## config.mk

```make
export PLATFORM = sky130hd
export DESIGN_NAME = apu_reg_bank
export DESIGN_NICKNAME = d
export VERILOG_FILES = /design/src/rtl/apu_reg_bank.sv
export SDC_FILE = /design/constraint.sdc
export NUM_CORES = 1
export LEC_CHECK = 0
export CAP_MARGIN = 10
export CORE_ASPECT_RATIO = 1.75
export CORE_MARGIN = 5
export CORE_UTILIZATION = 55
export CTS_BUF_LIST = sky130_fd_sc_hd__clkbuf_4
export DETAILED_ROUTE_END_ITERATION = 8
export GPL_ROUTABILITY_DRIVEN = 0
export PLACE_DENSITY_LB_ADDON = 0.15
export SYNTH_ARGS = -nofsm -noshare
export SYNTH_HDL_FRONTEND = slang
export SYNTH_SLANG_ARGS = --single-unit
```

## constraint.sdc

```tcl
create_clock -name clk -period 5.11 [get_ports clk]
set_clock_uncertainty 0.1 [all_clocks]
set_input_delay 1.533 -clock clk [delete_from_list [all_inputs] [get_ports clk]]
set_output_delay 1.533 -clock clk [all_outputs]
set_load 0.01 [all_outputs]
```

## src/rtl/apu_reg_bank.sv

```systemverilog
// apu_reg_bank: parametrised APU register file with decode, one-shot strobes, power gating and readback.
// Optional: define APU_LEN_WR_OFF_EN to keep register index 1 (length) writable, bits[5:0], while powered off.
module apu_reg_bank #(
    parameter int NUM_CH      = 4,
    parameter int REGS_PER_CH = 5,
    parameter int BASE_LO     = 8'h10,
    parameter int WAVE_BYTES  = 16
) (
    input  logic                              clk,
    input  logic                              nreset,
    input  logic [15:0]                       a,
    input  logic [7:0]                        d_in,
    input  logic                              cpu_wr,
    input  logic                              cpu_rd,
    input  logic [NUM_CH-1:0]                 ch_active,
    output logic [7:0]                        d_out,
    output logic                              d_oe,
    output logic [NUM_CH*REGS_PER_CH*8-1:0]   reg_q,
    output logic [NUM_CH*REGS_PER_CH-1:0]     wr_stb,
    output logic [NUM_CH-1:0]                 trig,
    output logic [7:0]                        vol_q,
    output logic [7:0]                        pan_q,
    output logic                              apu_on,
    output logic                              wave_we,
    output logic [$clog2(WAVE_BYTES)-1:0]     wave_addr
);
    localparam int NR   = NUM_CH * REGS_PER_CH;
    localparam int CTRL = BASE_LO + NR;
    localparam int WA   = $clog2(WAVE_BYTES);

    logic          hi;
    int            lo;
    logic [NR-1:0] sel;
    logic          vol_hit, pan_hit, pwr_hit, wave_hit, ch_hit;
    logic          wr_q, take;
    logic [7:0]    rd_val;

    assign hi       = a[15:8] == 8'hFF;
    assign lo       = {24'd0, a[7:0]};
    assign ch_hit   = |sel;
    assign vol_hit  = hi && lo == CTRL;
    assign pan_hit  = hi && lo == CTRL + 1;
    assign pwr_hit  = hi && lo == CTRL + 2;
    assign wave_hit = hi && lo >= 'h30 && lo < 'h30 + WAVE_BYTES;
    assign take     = cpu_wr && !wr_q;

    always_comb begin
        sel = '0;
        for (int i = 0; i < NR; i++) sel[i] = hi && lo == BASE_LO + i;
    end

    // Trigger bit of each channel's last register is write-only and reads back as 1.
    always_comb begin
        rd_val = 8'hFF;
        for (int i = 0; i < NR; i++)
            if (sel[i]) rd_val = reg_q[i*8 +: 8] | ((i % REGS_PER_CH == REGS_PER_CH - 1) ? 8'h80 : 8'h00);
        if (vol_hit) rd_val = vol_q;
        if (pan_hit) rd_val = pan_q;
        if (pwr_hit) rd_val = {apu_on, {(7 - NUM_CH){1'b1}}, ch_active & {NUM_CH{apu_on}}};
    end

    always_ff @(posedge clk or negedge nreset) begin
        if (!nreset) begin
            wr_q      <= 1'b0;
            reg_q     <= '0;
            vol_q     <= 8'h00;
            pan_q     <= 8'h00;
            apu_on    <= 1'b0;
            wr_stb    <= '0;
            trig      <= '0;
            wave_we   <= 1'b0;
            wave_addr <= '0;
            d_out     <= 8'hFF;
            d_oe      <= 1'b0;
        end else begin
            wr_q    <= cpu_wr;
            wr_stb  <= '0;
            trig    <= '0;
            wave_we <= 1'b0;
            if (take && pwr_hit) begin
                apu_on <= d_in[7];
                if (!d_in[7]) begin
                    reg_q <= '0;
                    vol_q <= 8'h00;
                    pan_q <= 8'h00;
                end
            end
            if (take && apu_on) begin
                if (vol_hit) vol_q <= d_in;
                if (pan_hit) pan_q <= d_in;
                for (int i = 0; i < NR; i++)
                    if (sel[i]) begin
                        reg_q[i*8 +: 8] <= d_in;
                        wr_stb[i]       <= 1'b1;
                    end
                for (int c = 0; c < NUM_CH; c++)
                    if (sel[c*REGS_PER_CH + REGS_PER_CH - 1] && d_in[7]) trig[c] <= 1'b1;
            end
`ifdef APU_LEN_WR_OFF_EN
            if (take && !apu_on)
                for (int c = 0; c < NUM_CH; c++)
                    if (sel[c*REGS_PER_CH + 1]) begin
                        reg_q[(c*REGS_PER_CH + 1)*8 +: 6] <= d_in[5:0];
                        wr_stb[c*REGS_PER_CH + 1]         <= 1'b1;
                    end
`else
`endif
            if (take && wave_hit) begin
                wave_we   <= 1'b1;
                wave_addr <= a[WA-1:0];
            end
            if (cpu_rd) begin
                d_out <= rd_val;
                d_oe  <= ch_hit || vol_hit || pan_hit || pwr_hit;
            end else begin
                d_oe  <= 1'b0;
            end
        end
    end
endmodule
```

* Word-level counts from Yosys, hierarchy flattened *
Index checks and enable logic that the tools add are counted.

word-level totals
  output and inout bits = 215
  logic and storage cells = 158
  bits in registers = 216
  input port bits = 32

cells by class
  bitwise gates (word level) = 1
  multiplexer cells = 82
  equal/unequal tests = 24
  magnitude comparators = 2
  reduce and logical (&&, ||, !) cells = 38

operators by type and width
  cell                                                                count
  2-to-1 mux 160 bit                                                  3
  2-to-1 mux 8 bit                                                    51
  == test 8 x 6 -> 1 bit (second input constant)                      16
  == test 8 x 7 -> 1 bit (second input constant)                      7
  logical AND 1 bit                                                   33
  2-to-1 mux 1 bit                                                    26
  2-to-1 mux 20 bit                                                   1
  OR reduction 20 bit                                                 1
  == test 8 bit (second input constant)                               1
  greater-or-equal comparator 8 x 6 -> 1 bit (second input constant)  1
  less-than comparator 8 x 7 -> 1 bit (second input constant)         1
  bitwise AND 4 bit                                                   1
  2-to-1 mux 4 bit                                                    1
  logical OR 1 bit                                                    3
  logical NOT 1 bit                                                   1

* Depth between registers and ports, before layout *
Gate-level depths: netlist (run 1).

  depth in word-level cells = 25
  mapped depth = 10
  gate-level depth less buffers = 7

* Worst setup path after synthesis (run 1) *
No wires, ideal clock.

  kind = input to register
  start = in a[6]
  end = reg d_out[4]
  data required time = 4.932 ns
  setup time = 0.078 ns
  arrival time = 3.042 ns
  cell stages on the path = 8
  slack = 1.891 ns
  buffers on the path = 1
  cell sequence = and4bb_2 > nand2_2 > or4_1 > buf_2 > o32a_1 > nand4b_1 > o2111ai_1 > and2_1

on the way
  cells in the longest elaborated chain, start to end = 25
  elaborated cells on any way between the ends = 69
  those cells by class = eq/ne: 23; mux: 23; reduce/logical: 23

RTL lines
  what                             line  source
  start, declared                  11    input logic [15:0] a,
  == test 8 x 6 -> 1 bit           49    for (int i = 0; i < NR; i++) sel[i] = hi && lo == BASE_LO + i;
  logical AND 1 bit                49
  2-to-1 mux 8 bit (20 in series)  56    if (sel[i]) rd_val = reg_q[i*8 +: 8] | ((i % REGS_PER_CH == REGS_PER_CH - 1) ? 8'h80 : 8'h00);
  2-to-1 mux 8 bit                 57    if (vol_hit) rd_val = vol_q;
  2-to-1 mux 8 bit                 58    if (pan_hit) rd_val = pan_q;
  2-to-1 mux 8 bit (*)             59    if (pwr_hit) rd_val = {apu_on, {(7 - NUM_CH){1'b1}}, ch_active & {NUM_CH{apu_on}}};
  end signal, assigned             113   d_out <= rd_val;
  end, declared                    16    output logic [7:0] d_out,

Every way passes the cells marked *; elsewhere a longest branch is shown, timed or not.
A chain may end at the register's enable or synchronous reset.

* Final worst setup path (run 1) *
  start = in a[15]
  end = reg d_out[7]

on the way
  cells in the longest elaborated chain, start to end = 25
  elaborated cells on any way between the ends = 47
  those cells by class = eq/ne: 1; mux: 23; reduce/logical: 23

RTL lines
  what                             line  source
  == test 8 bit (*)                38    assign hi = a[15:8] == 8'hFF;
  logical AND 1 bit                49
  2-to-1 mux 8 bit (20 in series)  56
  2-to-1 mux 8 bit                 57
  2-to-1 mux 8 bit                 58
  2-to-1 mux 8 bit (*)             59

Marks and branches as above.

==> impl.org, run 1 <==
** Synth
- Post-Syn Area :: 10630 µm²
- Yosys attributes the largest share of cell area to dfrtp_1, nand2_1, o21ai_0, nor2_1, nand3_1.
- After synthesis, flip-flops and latches occupy 50.94% of the total area.
- When the netlist entered floorplanning its net count stood at 1245.
- Number of register bits inferred by synthesis :: 216
- In the synthesized netlist the dominant register cell turns out to be dfrtp_1.
- Distinct cell type count of the synthesized netlist :: 65
- Leading post-synthesis cells by instance count :: nand2_1, dfrtp_1, nor2_1, o21ai_0, nand3_1
- Of all flip-flops after synthesis, the portion carrying an async set or reset was 100.0%.
- The synthesized design spends more area on one cell type than any other, namely dfrtp_1.
- nand2_1 is the most common cell in the netlist.
- The synthesized design contains 0 enable-type register cells.
- Summed over its instances, the top area cell type makes up 48.96% of the synthesized netlist area.
- The cell count after synthesis came out at 1213.
- Syn avg cell area :: 8.764 µm²
- Yosys printed 0 warnings.

** Final layout
- Summing all flip-flop and latch instances after layout gives 5415 µm².
- The area growth from synthesis to layout is 30.84%.
- Post-route non-filler standard cell count :: 1738
- Summing all multi-input logic gate instances after layout gives 4836 µm².
- The net count of the finished layout is 1498.
- Of the cells placed in the final design, the portion with a size suffix greater than 1 is 10.36%.
- Number of filler cells placed in the layout :: 1510

** Placement
- Placed Instances :: 1656
- Worst slack at placement :: 0.6911 ns
- # port buffers :: 246
- The wire-length estimate of the detail-placed layout is 29750 µm.

** Min path
- Tightest Hold Check Type :: reg -> reg

** Timing
- The max-slew violation count came to 0.
- The hold violation count in the final report came to 0.
- Setup violations remaining at the end of the flow were counted as 0.
- Setup WS post-layout :: 1.116 ns
- Setup repair after global routing left no endpoint under its margin.
- In this run the tightest slew margin relative to its limit is 17.20%.
- For the pin with the worst max-slew slack, the measured transition is 1.238 ns.
- Dividing the final minimum period by the clock period gives 78.16%.
- Max Freq :: 250.4 MHz
- Post-layout minimum cycle time :: 3.994 ns
- In the final timing run, aggregate negative setup slack is 0 ns.

** Detailed routing
- DRT Wirelength :: 42660 µm
- For this block, the via count after detailed routing is 11.39k.
- Pre-antenna DRT Iters :: 7
- Using the TritonRoute via totals, the vias-per-cell ratio works out to 6.555.
- Post-detailed-route count of antenna-violating nets :: 0
- Number of DRC violations after detailed-routing iteration 0 :: 1484
- Total DRC errors in the routed layout :: 0
- Routed WL per cell :: 24.55 µm

** Critical path
- Category of the critical setup timing path :: in -> reg
- In this run the worst path has a maximum fanout of 13.
- Critical path arrival :: 4.46 ns
- The worst setup path is captured at a register.
- Critical path required time :: 5.58 ns
- STA classifies the critical path startpoint as a primary input.

** Floorplanning
- IO Pins :: 247
- In this run the vertical extent of the chip is 193.9 µm.
- The floorplan has 67 rows.
- From left edge to right edge, the die measures 115.1 µm.
- Once the floorplan was initialized, standard cells occupied 55.62% of the core.
- Floorplan die area :: 22320 µm²
- The total area inside the core boundary comes to 19110 µm².

** Power
- Maximum vdd ir drop :: 0.1984 mV
- Leakage power summed over all cells :: 5.905 nW
- Power density of the placed cells :: 233.2 nW/µm²

** Clock tree
- Source-to-sink clock delay at the later pin of the worst-skew pair :: 0.64 ns
- Depth of the CTS H-tree :: 2
- TritonCTS built the clock tree.
- Clock-pin slew was measured on the worst setup and hold paths at 0.07 ns.
- TritonCTS created 49 clock buffers.
- Maximum root-to-sink buffer count :: 3
- Number of setup buffers added after CTS :: 0
- The cell sitting at the root of the clock tree is a clkbuf_4.
- Hold buffer count at cts :: 0
- The clock drives 216 sinks.
- In this run, post-CTS repair resized a total of 0 instances.

** Global routing
- The first global-routing pass estimated 65240 µm of wire.
- Initial antenna violation count :: 1
- Largest net degree at the start of global routing :: 126
- Global routing used 37.87% of the available tracks across all layers.
- Global-route congestion overflow total :: 0
- Number of global-route vias before repair :: 11.27k

** Flow run
- Across the run, the number of max-cap violations was 0.

** Status
- Status :: completed
[worst max-delay path, cell delays in order]
cell,delay (ns)
clkdlybuf4s50_1,0.47
and4_1,0.49
and4_1,0.62
nand2_1,0.34
o211ai_1,0.48
a211o_1,0.20
a221oi_1,0.10
o21a_1,0.21
[cell usage in the layout (no fill, tap or decap), types with 9 or more instances in the layout]
| master | n |
|---|---|
| nand4_1 | 13 |
| a22o_1 | 30 |
| a31oi_1 | 15 |
| nor2_1 | 131 |
| dfrtp_1 | 208 |
| clkinv_1 | 9 |
| mux2i_1 | 19 |
| a21oi_1 | 52 |
| nor3_1 | 9 |
| buf_4 | 32 |
| nand2_1 | 312 |
| clkbuf_4 | 71 |
| clkdlybuf4s50_1 | 243 |
| nand3_1 | 62 |
| o21ai_0 | 105 |
| mux2_2 | 11 |
| nor2b_1 | 10 |
[path summary, 6_finish.rpt]
check                                    start                    to  slack [ns]  depth (start not counted)
setup / recovery                         a[15]  d_out[7]$_DFFE_PN1P_        1.12                          8
hold / removal             reg_q[39]$_DFF_PN0_   reg_q[39]$_DFF_PN0_        0.42                          2
setup reg to reg                wr_q$_DFF_PN0_  reg_q[128]$_DFF_PN0_        2.49                          7
hold reg to reg            reg_q[39]$_DFF_PN0_   reg_q[39]$_DFF_PN0_        0.42                          2
max in group asynchronous               nreset   reg_q[16]$_DFF_PN0_        3.05                          2
min in group asynchronous               nreset  wr_stb[15]$_DFF_PN0_        0.96                          1
[layer usage]
metal	wire (µm)	track usage, %	vias to the layer above
li1	-	-	4785
met1	14240	46.00	5314
met2	20030	59.32	1021
met3	4725	8.745	273
met4	3666	25.15	0
met5	0	0	-
[through the flow]
stage / hold WS, ns / power [mW] / util (%) / instance area [µm²]
floorplan: 0.4238 / 1.841 / - / 10630
CTS: 0.4215 / 3.229 / 72.75 / 13910
global placement: 0.3902 / 1.961 / 69.77 / 13340
detailed placement: 0.3994 / 1.962 / 69.77 / 13340
finish: 0.4167 / 3.243 / 72.77 / 13910
global route: 0.4384 / 3.325 / 72.77 / 13910
[final cells by class]
type	instances	area share (%)
clock buffer	71	3.832
sequential	216	38.93
antenna	1	0.01799
multi-input combinational	911	34.77
clock inverter	10	0.2699
timing repair buffer	281	19.82
tap	241	2.168
inverter	7	0.1889
[report_power, final]
group	switching (mW)	internal, mW	total (mW)
combinational	0.162	0.0643	0.226
sequential	0.000847	1.71	1.71
clock	0.674	0.631	1.30
[kinds of logic (layout without fill, tap and decap cells)]
| family | count (synthesis) | after routing | share of synthesized area (%) |
|---|---|---|---|
| and+or+nand+nor | 596 | 596 | 24.81 |
| buffers and inverters | 86 | 369 | 3.566 |
| muxes | 35 | 35 | 4.014 |
| other | 0 | 1 | 0 |
| DFF | 216 | 216 | 50.94 |
| AOI/OAI and AO/OA | 280 | 280 | 16.67 |
[registers in the layout (all words and copies together), names as in the netlist, 4 cells and up]
signal and cells:
wr_stb 20, trig 4, pan_q 8, reg_q 160, d_out 8, wave_addr 4, vol_q 8
No activity file was read; power rests on OpenSTA's default activity.
==> run 2, diff against run 1 <==
CORE_UTILIZATION = 47   (was 55)
clock period = 3.6 ns   (was 5.11 ns; I/O delays follow)
==> impl.org, run 2 (same netlist as run 1, synthesis figures left out) <==
** Status
- Status :: completed

** Critical path
- Nature of the critical path startpoint :: register
- STA classifies the critical path endpoint as a primary output.
- Master of the slowest instance on the critical path :: clkdlybuf4s50_1
- Cells along the critical path :: clkdlybuf4s50_1
- Total stage count of the critical path :: 1
- Category of the critical setup timing path :: reg -> out
- Number of cells traversed by the worst register-to-register path :: 6
- The worst register-to-register path ends at d_out[1]$_DFFE_PN1P_.
- Origin of the worst setup path :: d_out[7]$_DFFE_PN1P_
- The worst register-to-register path begins at reg_q[25]$_DFF_PN0_.
- Data on the critical path is required at its endpoint by 2.42 ns.
- In this run the worst path has a maximum fanout of 2.
- Across all register-to-register paths, the minimum setup slack is 1.50 ns.
- The number of buffers and inverters on the critical path is 1.
- Slowest cell delay on critical path :: 0.63 ns
- Cell class contributing the biggest share of worst-path delay :: buffers and inverters
- Data arrives at the worst endpoint at 1.86 ns.

** Detailed routing
- Via count :: 11.49k
- Post-detailed-route count of antenna-violating nets :: 0
- In the final routed layout, each cell accounts on average for 23.59 µm.
- After the first detailed-routing iteration, the DRC count stood at 1488.
- Wires add up to 44690 µm.
- After detailed routing, the number of vias per cell comes to 6.063.
- For this run, design rule violations remaining after detail routing come to 0.
- Pre-antenna DRT Iters :: 6

** Final layout
- Final net count :: 1592
- Layout Area Growth over Synthesis :: 38.94%
- Leaving out fill and tap cells, the most frequent cell in the layout is nand2_1.
- Fraction of final layout cells sized beyond drive strength 1 :: 15.89%
- reg_q holds more flip-flops than any other register.
- The register with the most flip-flops in the layout has 160 of them.
- Non-Filler Cell Area, Final :: 14770 µm²
- Excluding fillers, the count of instances in the completed layout stands at 1895.
- Commonest cells after routing, fill and taps aside :: nand2_1, clkdlybuf4s50_1, dfrtp_1
- The largest registers in the layout are reg_q (160), wr_stb (20).

** Timing
- Setup violations remaining at the end of the flow were counted as 0.
- Dividing the final minimum period by the clock period gives 84.42%.
- The max-slew violation count was 0.
- Timing would allow up to 329.0 MHz.
- The smallest clock period supported by the final layout is computed as 3.039 ns.
- The worst pin sits at a relative slew slack of 44.93%.
- Final hold vios :: 0
- Across all hold checks on the routed design, the worst slack comes to 0.3495 ns.
- At the pin with the least slew margin, the transition time is 0.8223 ns.
- Setup repair after global routing missed its margin :: false

** Placement
- HPWL after DPL :: 32320 µm
- Placed Instances :: 1805
- # port buffers :: 246
- After detailed placement, the total cell area comes to 14160 µm².

** Clock tree
- Clock tree synthesis selected as its root buffer the cell clkbuf_4.
- After clock tree synthesis, the clock-pin slew on the worst setup and hold paths is 0.08 ns.
- For this design, the sink count on the clock tree is 216.
- CTS-repair resized insts :: 0
- Number of setup buffers added after CTS :: 0
- After clock tree synthesis, the flow added hold-fix buffers numbering 0.
- CTS tree :: built
- Source-to-sink clock delay at the later pin of the worst-skew pair :: 0.68 ns
- Total CTS buffers :: 49
- Maximum root-to-sink buffer count :: 3
- Depth of the CTS H-tree :: 2

** Floorplanning
- The initialized floorplan defines 72 standard-cell rows.
- IO Pins :: 247
- Once the floorplan was initialized, standard cells occupied 47.77% of the core.
- The region available for standard cell placement spans 22250 µm².
- The floorplan step defined a die boundary enclosing 25840 µm².
- In this run the horizontal extent of the chip is 123.7 µm.
- Measured along the y axis, the die boundary spans 208.9 µm.

** Flow run
- Max-Cap Viols :: 0

** Global routing
- Initial antenna violation count :: 1
- Total routing usage reported by global routing :: 34.95%
- Entering global routing, the biggest net connects 85 pins.
- Number of global-route vias before repair :: 11.61k
- The first global-routing pass estimated 68580 µm of wire.
- Global-route congestion overflow total :: 0

** Power
- Overall Power :: 4.682 mW
- Power density of the placed cells :: 317.0 nW/µm²
- In this run the static leakage power is 6.423 nW.
- Maximum vdd ir drop :: 0.2192 mV

** Min path
- Tightest Hold Check Type :: in -> async
## run 2: changes by cell type in the layout (fill, tap and decap cells not counted), sizes merged
cell	change
clkinv	+8
buf	+94
## run 2: through the flow
step	worst slack [ns]	util (%)	setup TNS (ns)
after floorplan	0.8337	-	0
after global placement	-0.01165	63.64	-0.01165
after detailed placement	0.01309	63.64	0
after CTS	0.5482	66.36	0
after global routing	0.5342	66.37	0
final	0.5607	66.37	0
## run 2: worst register-to-register path: cells and delay by family, from the launching register on
kind	cells	cell delay (ns)
compound gates	4	0.89
flops	1	0.41
mux	1	0.53
simple gates	1	0.11
## run 2: report_power, final
| group | internal, mW | switching [mW] | leakage (nW) | total (mW) |
|---|---|---|---|---|
| logic | 0.110 | 0.238 | 3.06 | 0.349 |
| registers | 2.43 | 0.00195 | 2.99 | 2.43 |
| clock network | 0.912 | 0.991 | 0.369 | 1.90 |
## run 2: final cells by class
| cell class | instances | area, µm² |
|---|---|---|
| Antenna cell | 1 | 2.502 |
| Clock buffer | 71 | 533.0 |
| Clock inverter | 18 | 73.82 |
| Fill cell | 1885 | 7482 |
| Inverter | 7 | 26.28 |
| Multi-Input combinational cell | 911 | 4836 |
| Sequential cell | 216 | 5415 |
| Tap cell | 296 | 370.4 |
| Timing Repair Buffer | 375 | 3512 |
## run 2: how the worst max path moves through the flow
| stage | endpoint |
|---|---|
| CTS | d_out[7] |
| finish | d_out[7] |
| floorplan | d_out[4]$_DFFE_PN1P_ |
| global placement | d_out[2]$_DFFE_PN1P_ |
| global route | d_out[7] |
| detailed placement | reg_q[36]$_DFF_PN0_ |
## run 2: layer usage
metal | part of all wire, % | up-vias | routed length (µm) | GRT usage [%]
li1 | - | 4975 | - | -
met1 | 35 | 5441 | 15430 | 42.23
met2 | 47 | 818 | 21110 | 55.06
met3 | 9.2 | 255 | 4093 | 6.494
met4 | 9.1 | 0 | 4053 | 25.05
met5 | 0 | - | 0 | 0
==> run 3, diff against run 2 <==
clock period = 2.6 ns   (was 3.6 ns; I/O delays follow)
==> impl.org, run 3 (same netlist as run 1, synthesis figures left out) <==
** Detailed routing
- The final layout contains routed wiring with a total length of 46160 µm.
- In this run, the number of DRC markers left after iteration 0 of detailed routing was 1551.
- The final route contains 12.01k vias.
- The first detailed-routing pass took 6 iterations.
- Met2 layer wire length in the routed design :: 22140 µm
- After detailed routing, the number of remaining DRC violations is 0.
- In the final routing, the length of wire on met1 measures 15660 µm.
- The detailed router used layers up to and including met4.
- Post-detailed-route count of antenna-violating nets :: 0
- In the final routed layout, each cell accounts on average for 23.31 µm.
- Vias/cell :: 6.068
- Routed wl met3 :: 4368 µm

** Power
- In this run the static leakage power is 6.895 nW.
- Switching Fraction :: 25.67%
- Sequential group share of total power :: 51.9%
- Power density of the placed cells :: 416.8 nW/µm²
- In this run the power spent charging and discharging nets is 1.664 mW.
- The clock network accounts for 39.8% of the total power.
- Combinational cells account for 8.3% of the total power.
- Overall power consumption after layout is estimated at 6.483 mW.
- Internal power consumption :: 4.819 mW
- Maximum vdd ir drop :: 0.3141 mV

** Clock tree
- The H-tree was split into 2 levels.
- TritonCTS created 48 clock buffers.
- CTS tree :: built
- Clock tree synthesis selected as its root buffer the cell clkbuf_4.
- Source-to-sink clock delay at the later pin of the worst-skew pair :: 0.65 ns
- Number of sinks on the clock net :: 216
- Maximum root-to-sink buffer count :: 3
- Clock Pin Slew Worst Setup and Hold Paths :: 0.07 ns

** Final layout
- Commonest non-fill, non-tap cell in the layout :: nand2_1
- Flip-flop and latch area :: 5430 µm²
- Number of filler cells placed in the layout :: 1842
- Number of flip-flops in the largest register :: 160
- In the layout the commonest cells are nand2_1, clkdlybuf4s50_1, buf_4.
- Final net count :: 1686
- Layout Area Growth over Synthesis :: 46.32%
- In the final layout, the multi-input gates occupy 4885 µm².
- Counting flops per register, the top entry is reg_q.
- The post-route netlist has 21.81% of its cells at a drive strength greater than 1.
- Top flop regs :: reg_q (160), wr_stb (20)

** Global routing
- Initial antenna violation count :: 1
- The first global-routing pass estimated 69920 µm of wire.
- Largest net degree at the start of global routing :: 75
- Total routing usage reported by global routing :: 35.59%
- Number of global-route vias before repair :: 12.13k
- For this run the aggregate overflow at the end of global routing stands at 0.

** Critical path
- The worst setup path is launched from a register.
- At the worst endpoint, the required time is 1.72 ns.
- In this design, the stage delay of the slowest critical-path cell is 0.61 ns.
- The kind of cell with the highest combined delay along the critical path is buffers and inverters.
- Critical path arrival :: 1.71 ns
- Category of the critical setup timing path :: reg -> out
- The slowest stage of the critical path is the clkdlybuf4s50_1 cell.
- Traced cell by cell, the critical path runs through clkdlybuf4s50_1.
- Along the worst path, the maximum fanout reaches 3.
- Together, buffers and inverters on the worst path number 1.
- STA classifies the critical path endpoint as a primary output.

** Timing
- Relative slew margins :: 53.66%
- Ratio of final minimum period to clock period :: 99.81%
- The hold violation count in the final report came to 0.
- For the pin with the worst max-slew slack, the measured transition is 0.6919 ns.
- After layout, the worst setup slack is 0.005020 ns.
- Final Max Tran Viols :: 0
- Setup repair after global routing missed its margin :: true
- Final number of setup-violating endpoints :: 0
- Post-layout minimum cycle time :: 2.595 ns
- Summed over all failing endpoints, the final setup total negative slack is 0 ns.
- For this run, the top clock speed supported by timing is 385.4 MHz.

** Floorplanning
- Floorplan die area :: 25840 µm²
- Measured along the x axis, the die boundary spans 123.7 µm.
- In this run the vertical extent of the chip is 208.9 µm.
- Placeable Area :: 22250 µm²
- Number of placement rows :: 72
- Pin placement for this block handled 247 I/O pins.
- Effective utilization at floorplan :: 47.77%

** Flow run
- Max-cap violations in this run came to 0.

** Placement
- Before CTS, the worst setup slack after placement is -0.7071 ns.
- # port buffers :: 246
- After legalization and detailed placement, the total HPWL measured 33750 µm.

** Min path
- Tightest Hold Check Type :: reg -> reg

** Status
- Status :: completed
## run 3: path summary, 6_finish.rpt
| kind | depth (start not counted) | from | end | slack [ns] |
|---|---|---|---|---|
| max | 1 | reg_q[49]$_DFF_PN0_ | reg_q[49] | 0.005 |
| min | 2 | reg_q[5]$_DFF_PN0_ | reg_q[5]$_DFF_PN0_ | 0.41 |
| max reg2reg | 8 | reg_q[56]$_DFF_PN0_ | d_out[0]$_DFFE_PN1P_ | 0.28 |
| min reg2reg | 2 | reg_q[5]$_DFF_PN0_ | reg_q[5]$_DFF_PN0_ | 0.41 |
| max in group asynchronous | 3 | nreset | reg_q[45]$_DFF_PN0_ | 1.21 |
| min in group asynchronous | 2 | nreset | reg_q[132]$_DFF_PN0_ | 0.48 |
## run 3: layout make-up
type	count	share of cell area, %
sequential	216	34.91
multi-input combinational	911	31.41
timing repair buffer	470	27.43
clock buffer	73	3.523
tap	296	2.381
inverter	7	0.1689
clock inverter	6	0.1609
antenna	1	0.01609
## run 3: per-layer routing
metal / up-vias / track usage [%]
met5: - / 0
met2: 882 / 57.22
met4: 0 / 24.97
li1: 5165 / -
met3: 266 / 6.737
met1: 5701 / 42.05
## run 3: power by group through the flow
| stage | combinational [mW] | sequential, mW | clock [mW] |
|---|---|---|---|
| 4_1_cts | 0.518 | 3.36 | 2.62 |
| 3_3_place_gp | 0.515 | 3.43 | 0 |
| 6_report | 0.537 | 3.36 | 2.58 |
| 3_5_place_dp | 0.517 | 3.43 | 0 |
| 2_1_floorplan | 0.187 | 3.43 | 0 |
| 5_1_grt | 0.561 | 3.36 | 2.79 |
## run 3: through the flow
step	cells	cell area (µm²)	hold slack [ns]	utilization (%)
final	1980	15550	0.4115	69.90
after detailed placement	1894	14870	0.3952	66.81
after global routing	1980	15550	0.4379	69.90
after global placement	1894	14870	0.3903	66.81
after floorplan	1213	10630	0.3844	-
after CTS	1976	15470	0.4151	69.51
## run 3: what timing repair did
| item | in CTS | in global routing |
|---|---|---|
| endpoints found under the setup margin | 22 | 22 |
| gates resized for setup | 21 | 14 |
| hold buffers | 1 | 0 |
| pin swaps | 0 | 1 |
| gates cloned | 0 | 1 |
| hold endpoints to repair | 31 | 0 |
| buffers inserted | 2 | 2 |
